===== config.mk =====
export PLATFORM = sky130hd
export DESIGN_NAME = lc3b_mem_arbiter
export DESIGN_NICKNAME = d
export VERILOG_FILES = /design/src/rtl/lc3b_mem_arbiter_pkg.sv /design/src/rtl/lc3b_mem_arbiter_fsm.sv /design/src/rtl/lc3b_mem_arbiter.sv
export SDC_FILE = /design/constraint.sdc
export NUM_CORES = 1
export LEC_CHECK = 0
export ABC_AREA = 1
export CAP_MARGIN = 20
export CELL_PAD_IN_SITES_DETAIL_PLACEMENT = 1
export CELL_PAD_IN_SITES_GLOBAL_PLACEMENT = 1
export CORE_UTILIZATION = 14
export DETAILED_ROUTE_END_ITERATION = 10
export PLACE_DENSITY_LB_ADDON = 0.1
export SLEW_MARGIN = 20
export SYNTH_ARGS = -nofsm -noshare
export SYNTH_HDL_FRONTEND = slang
export SYNTH_HIERARCHICAL = 1
export SYNTH_SLANG_ARGS = --single-unit

===== constraint.sdc =====
create_clock -name clk -period 2.2 [get_ports clk]
set_input_delay 0.66 -clock clk [delete_from_list [all_inputs] [get_ports clk]]
set_output_delay 0.66 -clock clk [all_outputs]
set_load 0.01 [all_outputs]

===== src/rtl/lc3b_mem_arbiter_pkg.sv =====
`default_nettype none
// ----------------------------------------------------------------------------
// lc3b_mem_arbiter_pkg : shared types for the LC-3b memory port arbiter
// Revision 1.0 - initial release
// ----------------------------------------------------------------------------
package lc3b_mem_arbiter_pkg;

  localparam int unsigned LC3B_WORD_W = 16;

  typedef enum logic [1:0] {
    IDLE    = 2'd0,
    SERVE_A = 2'd1,
    SERVE_B = 2'd2
  } lc3b_arb_state;

  typedef struct packed {
    logic                   read;
    logic                   write;
    logic [1:0]             wmask;
    logic [LC3B_WORD_W-1:0] address;
    logic [LC3B_WORD_W-1:0] wdata;
  } lc3b_mem_req;

  localparam lc3b_mem_req MEM_REQ_IDLE = '0;

  function automatic logic req_active(input lc3b_mem_req r);
    return r.read | r.write;
  endfunction

endpackage
`default_nettype wire


===== src/rtl/lc3b_mem_arbiter_fsm.sv =====
`default_nettype none
// ----------------------------------------------------------------------------
// lc3b_arb_fsm : grant state machine; owns state, last_grant and grant/busy
// Revision 1.0 - initial release
// ----------------------------------------------------------------------------
module lc3b_arb_fsm
  import lc3b_mem_arbiter_pkg::*;
#(
  parameter int RR_MODE = 1
) (
  input  logic          clk,
  input  logic          rst_n,
  input  logic          req_a,
  input  logic          req_b,
  input  logic          mem_resp,
  output lc3b_arb_state state,
  output logic [1:0]    grant,
  output logic          busy
);

  localparam bit RR = (RR_MODE != 0);

  lc3b_arb_state state_q, state_d;
  logic          last_b_q, last_b_d;
  logic [1:0]    grant_q, grant_d;
  logic          busy_q, busy_d;

  always_comb begin
    state_d  = state_q;
    last_b_d = last_b_q;
    unique case (state_q)
      IDLE: begin
        // On a tie, round-robin hands the port to whoever did not own it last.
        if (req_a && req_b)  state_d = (RR && last_b_q) ? SERVE_A : SERVE_B;
        else if (req_a)      state_d = SERVE_A;
        else if (req_b)      state_d = SERVE_B;
      end
      SERVE_A: begin
        if (mem_resp) begin
          state_d  = IDLE;
          last_b_d = 1'b0;
        end
      end
      SERVE_B: begin
        if (mem_resp) begin
          state_d  = IDLE;
          last_b_d = 1'b1;
        end
      end
      default: state_d = IDLE;
    endcase
    grant_d = (state_d == SERVE_A) ? 2'b01 :
              (state_d == SERVE_B) ? 2'b10 : 2'b00;
    busy_d  = (state_d != IDLE);
  end

  always_ff @(posedge clk or negedge rst_n) begin
    if (!rst_n) begin
      state_q  <= IDLE;
      last_b_q <= 1'b0;
      grant_q  <= 2'b00;
      busy_q   <= 1'b0;
    end else begin
      state_q  <= state_d;
      last_b_q <= last_b_d;
      grant_q  <= grant_d;
      busy_q   <= busy_d;
    end
  end

  assign state = state_q;
  assign grant = grant_q;
  assign busy  = busy_q;

endmodule
`default_nettype wire


===== src/rtl/lc3b_mem_arbiter.sv =====
`default_nettype none
// ----------------------------------------------------------------------------
// lc3b_mem_arbiter : shares the LC-3b memory port between fetch (A) and data (B)
// Revision 1.0 - initial release
// ----------------------------------------------------------------------------
module lc3b_mem_arbiter
  import lc3b_mem_arbiter_pkg::*;
#(
  parameter int RR_MODE = 1,
  parameter int ADDR_W  = 16
) (
  input  logic              clk,
  input  logic              rst_n,
  input  logic              a_read,
  input  logic              a_write,
  input  logic [1:0]        a_wmask,
  input  logic [ADDR_W-1:0] a_address,
  input  logic [15:0]       a_wdata,
  output logic              a_resp,
  output logic [15:0]       a_rdata,
  input  logic              b_read,
  input  logic              b_write,
  input  logic [1:0]        b_wmask,
  input  logic [ADDR_W-1:0] b_address,
  input  logic [15:0]       b_wdata,
  output logic              b_resp,
  output logic [15:0]       b_rdata,
  output logic              mem_read,
  output logic              mem_write,
  output logic [1:0]        mem_byte_enable,
  output logic [ADDR_W-1:0] mem_address,
  output logic [15:0]       mem_wdata,
  input  logic              mem_resp,
  input  logic [15:0]       mem_rdata,
  output logic [1:0]        grant,
  output logic              busy
);

  lc3b_mem_req   req_a_s, req_b_s, mem_req_s;
  lc3b_arb_state sel;

  assign req_a_s = '{read: a_read, write: a_write, wmask: a_wmask,
                     address: a_address, wdata: a_wdata};
  assign req_b_s = '{read: b_read, write: b_write, wmask: b_wmask,
                     address: b_address, wdata: b_wdata};

  lc3b_arb_fsm #(
    .RR_MODE (RR_MODE)
  ) u_fsm (
    .clk      (clk),
    .rst_n    (rst_n),
    .req_a    (req_active(req_a_s)),
    .req_b    (req_active(req_b_s)),
    .mem_resp (mem_resp),
    .state    (sel),
    .grant    (grant),
    .busy     (busy)
  );

  // Controls are forwarded live, so a client dropping its request mid-grant
  // simply shows up as zeros on the memory side.
  always_comb begin
    mem_req_s = MEM_REQ_IDLE;
    a_resp    = 1'b0;
    b_resp    = 1'b0;
    unique case (sel)
      SERVE_A: begin
        mem_req_s = req_a_s;
        a_resp    = mem_resp;
      end
      SERVE_B: begin
        mem_req_s = req_b_s;
        b_resp    = mem_resp;
      end
      default: mem_req_s = MEM_REQ_IDLE;
    endcase
  end

  assign mem_read        = mem_req_s.read;
  assign mem_write       = mem_req_s.write;
  assign mem_byte_enable = mem_req_s.wmask;
  assign mem_address     = mem_req_s.address;
  assign mem_wdata       = mem_req_s.wdata;

  assign a_rdata = mem_rdata;
  assign b_rdata = mem_rdata;

endmodule
`default_nettype wire


==> impl_metrics.env, run 1 <==
export IMPL_dp_hpwl_mm=3.477
export IMPL_path_cells="clkdlybuf4s50_1 -> nand2_1 -> a21oi_1 -> buf_2"
export IMPL_cp_arrival_ps=1460
export IMPL_intPower_uw=1014
export IMPL_drt_iter0_drc=17
export IMPL_detailed_place_area_mm2=0.002226
export IMPL_clk_pin_slew_worst_paths_ps=40
export IMPL_design_area_mm2=0.002146
export IMPL_die_height_um=93.51
export IMPL_drc=0
export IMPL_via_per_inst=3.868
export IMPL_yosys_warnings=6
export IMPL_ant_nets=0
export IMPL_synth_area_leaders="nand2_1 25%, buf_4 21%, a21oi_1 15%"
export IMPL_htreeDepth=1
export IMPL_antenna_found_initial=0
export IMPL_routed_wl_mm=4.511
export IMPL_grt_pass1_vias=1487
export IMPL_grt_ovfl_total=0
export IMPL_hold_viol=0
export IMPL_maxSlewViolCount=0
export IMPL_yosys_area_top_type="nand2_1"
export IMPL_syn_nets=293
export IMPL_clk_latency_ps=220
export IMPL_slew_limit_headroom=0.8138
export IMPL_yosysUniqueCellTypes=16
export IMPL_wl_per_cell_um=11.66
export IMPL_ir_drop_mv=0.3668
export IMPL_syn_to_final_growth_pct=83.03
export IMPL_final_setup_viol_count=0
export IMPL_layout_drive_gt1_share=0.2163
export IMPL_num_nets_final=381
export IMPL_numCtsBuffers=3
export IMPL_fin_crit_ps=2121
export IMPL_seq_area_frac_synth=0.1281
export IMPL_clock_sinks=6
export IMPL_synth_seq_cells=6
export IMPL_num_io_pins=164
export IMPL_cts_tree="done"
export IMPL_p_seq_frac=0.094
export IMPL_sw_frac_of_total=0.4854
export IMPL_min_period_over_period=0.9642
export IMPL_hold_path_class="register to register"
export IMPL_grt_max_degree=21
export IMPL_p_clk_frac=0.083
export IMPL_cpPeakStageDelay_ps=460
export IMPL_netlist_area_mm2=0.001172
export IMPL_clockBufferDepth=2
export IMPL_final_util=0.2625
export IMPL_end_kind="output pin"
export IMPL_cts_hold_buf=0
export IMPL_max_freq_mhz=471.4
export IMPL_worst_pin_slew_ps=278.4
export IMPL_drt_first_pass_iters=4
export IMPL_final_common_cell="nand2_1"
export IMPL_die_area_mm2=0.008744
export IMPL_grt_pass1_wl_mm=6.920
export IMPL_start_util=0.1434
export IMPL_rsz0062_at_grt="false"
export IMPL_cts_root_buf="clkbuf_8"
export IMPL_clock_skew_ps=1.500
export IMPL_power_leakage_uw=0.0009609
export IMPL_portBuffers=115
export IMPL_grt_usage=0.09761
export IMPL_die_w_um=93.51
export IMPL_p_sw_uw=956.8
export IMPL_std_cell_rows=33
export IMPL_synth_top_area_share=0.2497
export IMPL_combPwrFrac=0.824
export IMPL_critical_path_class="input pin to output pin"
export IMPL_startpoint_type="input pin"
export IMPL_critPathMaxFanout=1
export IMPL_vias=1497
export IMPL_total_power_uw=1971
export IMPL_worstPathRequired_ps=1540
export IMPL_syn_instance_count=196
export IMPL_coreArea_mm2=0.008175
export IMPL_maxCapViolCount=0
export IMPL_status="finished, final reports clean"
export IMPL_power_density_mw_per_mm2=918.6
export IMPL_post_synth_cell_area_avg_um2=5.982
export IMPL_gp_congestion=0.6920
export IMPL_crit_slowest_cell="clkdlybuf4s50_1"
export IMPL_final_cell_mix="78 x nand2_1, 76 x clkdlybuf4s50_1, 36 x a21oi_1, 36 x buf_2, 11 x inv_1"
export IMPL_insertedDiodeCount=0
## metrics by stage
step | cells | setup WS (ps) | TNS [ps] | hold slack, ps
after CTS | 384 | -8.110 | -8.110 | 519.9
final | 387 | 78.70 | 0 | 514.1
after global routing | 387 | 1.022 | 0 | 581.4
after global placement | 381 | -339.2 | -11940 | 507.3
after floorplan | 196 | 276.8 | 0 | 364.4
after detailed placement | 381 | -343.4 | -12060 | 495.4
## power by group through the flow
stage / sequential [uW] / combinational [uW] / clock (uW)
4_1_cts: 185 / 1650 / 166
3_3_place_gp: 185 / 1790 / 0
3_5_place_dp: 186 / 1780 / 0
6_report: 185 / 1620 / 163
5_1_grt: 191 / 1820 / 178
2_1_floorplan: 201 / 935 / 0
## flip-flops by register name, indices dropped and copies added, names as in the netlist
name,cells
u_fsm/state,2
u_fsm/last_b_q,1
u_fsm/grant,2
u_fsm/busy,1
## routing by layer
layer	wire length, um	up-vias	GRT usage
met4	5	0	0.01026
met1	1986	676	0.1174
met5	0	-	0
met2	2130	67	0.1789
met3	389	2	0.02439
li1	-	752	-
## path summary, 6_finish.rpt
| kind | startpoint | endpoint | slack, ps | cells past startpoint |
|---|---|---|---|---|
| setup / recovery | a_address[2] | mem_address[2] | 80 | 4 |
| hold / removal | u_fsm/last_b_q | u_fsm/last_b_q | 510 | 1 |
| setup reg to reg | u_fsm/state[1] | u_fsm/busy | 740 | 8 |
| hold reg to reg | u_fsm/last_b_q | u_fsm/last_b_q | 510 | 1 |
| max in group asynchronous | rst_n | u_fsm/grant[1] | 1300 | 1 |
| min in group asynchronous | rst_n | u_fsm/state[0] | 690 | 1 |
## critical path: cells and delay by family
family | cells | cell delay, ps
buf+inv | 2 | 610
simple gates | 1 | 50
compound gates | 1 | 150
## cells in the mapped netlist (all sizes together)
cell type   n
a21oi      36
a22o        1
buf        44
dfrtp       6
ha          6
inv        11
nand2      82
nand3       4
nor2        2
o21ai       2
or2         2
## cell type report
type	count	area (um2)
tap	105	131.4
inverter	11	41.29
multi-input combinational	135	659.4
clock buffer	3	41.29
fill	1029	6030
timing repair buffer	127	1122
sequential	6	150.1
## cells by family after synthesis
family,count (synthesis),share of synthesized area
AND/OR/NAND/NOR,90,0.3074
buffers and inverters,55,0.3308
AO/OA/AOI/OAI,39,0.1697
adder cells (fa/ha/maj),6,0.06403
flip-flops,6,0.1281
## repair_timing
item                                    CTS  global route
resized for setup                       145            11
buffers inserted                          0             3
endpoints found under the setup margin   38            11
Note: power is estimated with default switching activity, not from simulation.
==> run 2: changes to the inputs <==
--- a/config.mk
+++ b/config.mk
@@ -6,7 +6,6 @@
 export NUM_CORES = 1
 export LEC_CHECK = 0
 export ABC_AREA = 1
-export CAP_MARGIN = 20
 export CELL_PAD_IN_SITES_DETAIL_PLACEMENT = 1
 export CELL_PAD_IN_SITES_GLOBAL_PLACEMENT = 1
 export CORE_UTILIZATION = 14
==> results of run 2 <==
No change in the layout: final DEF, timing and power equal those of run 1.
==> run 3: changes to the inputs <==
--- a/config.mk
+++ b/config.mk
@@ -10,6 +10,7 @@
 export CELL_PAD_IN_SITES_GLOBAL_PLACEMENT = 1
 export CORE_UTILIZATION = 14
 export DETAILED_ROUTE_END_ITERATION = 10
+export GPL_ROUTABILITY_DRIVEN = 0
 export PLACE_DENSITY_LB_ADDON = 0.1
 export SLEW_MARGIN = 20
 export SYNTH_ARGS = -nofsm -noshare
==> results of run 3 <==
No change in the layout: final DEF, timing and power equal those of run 1.
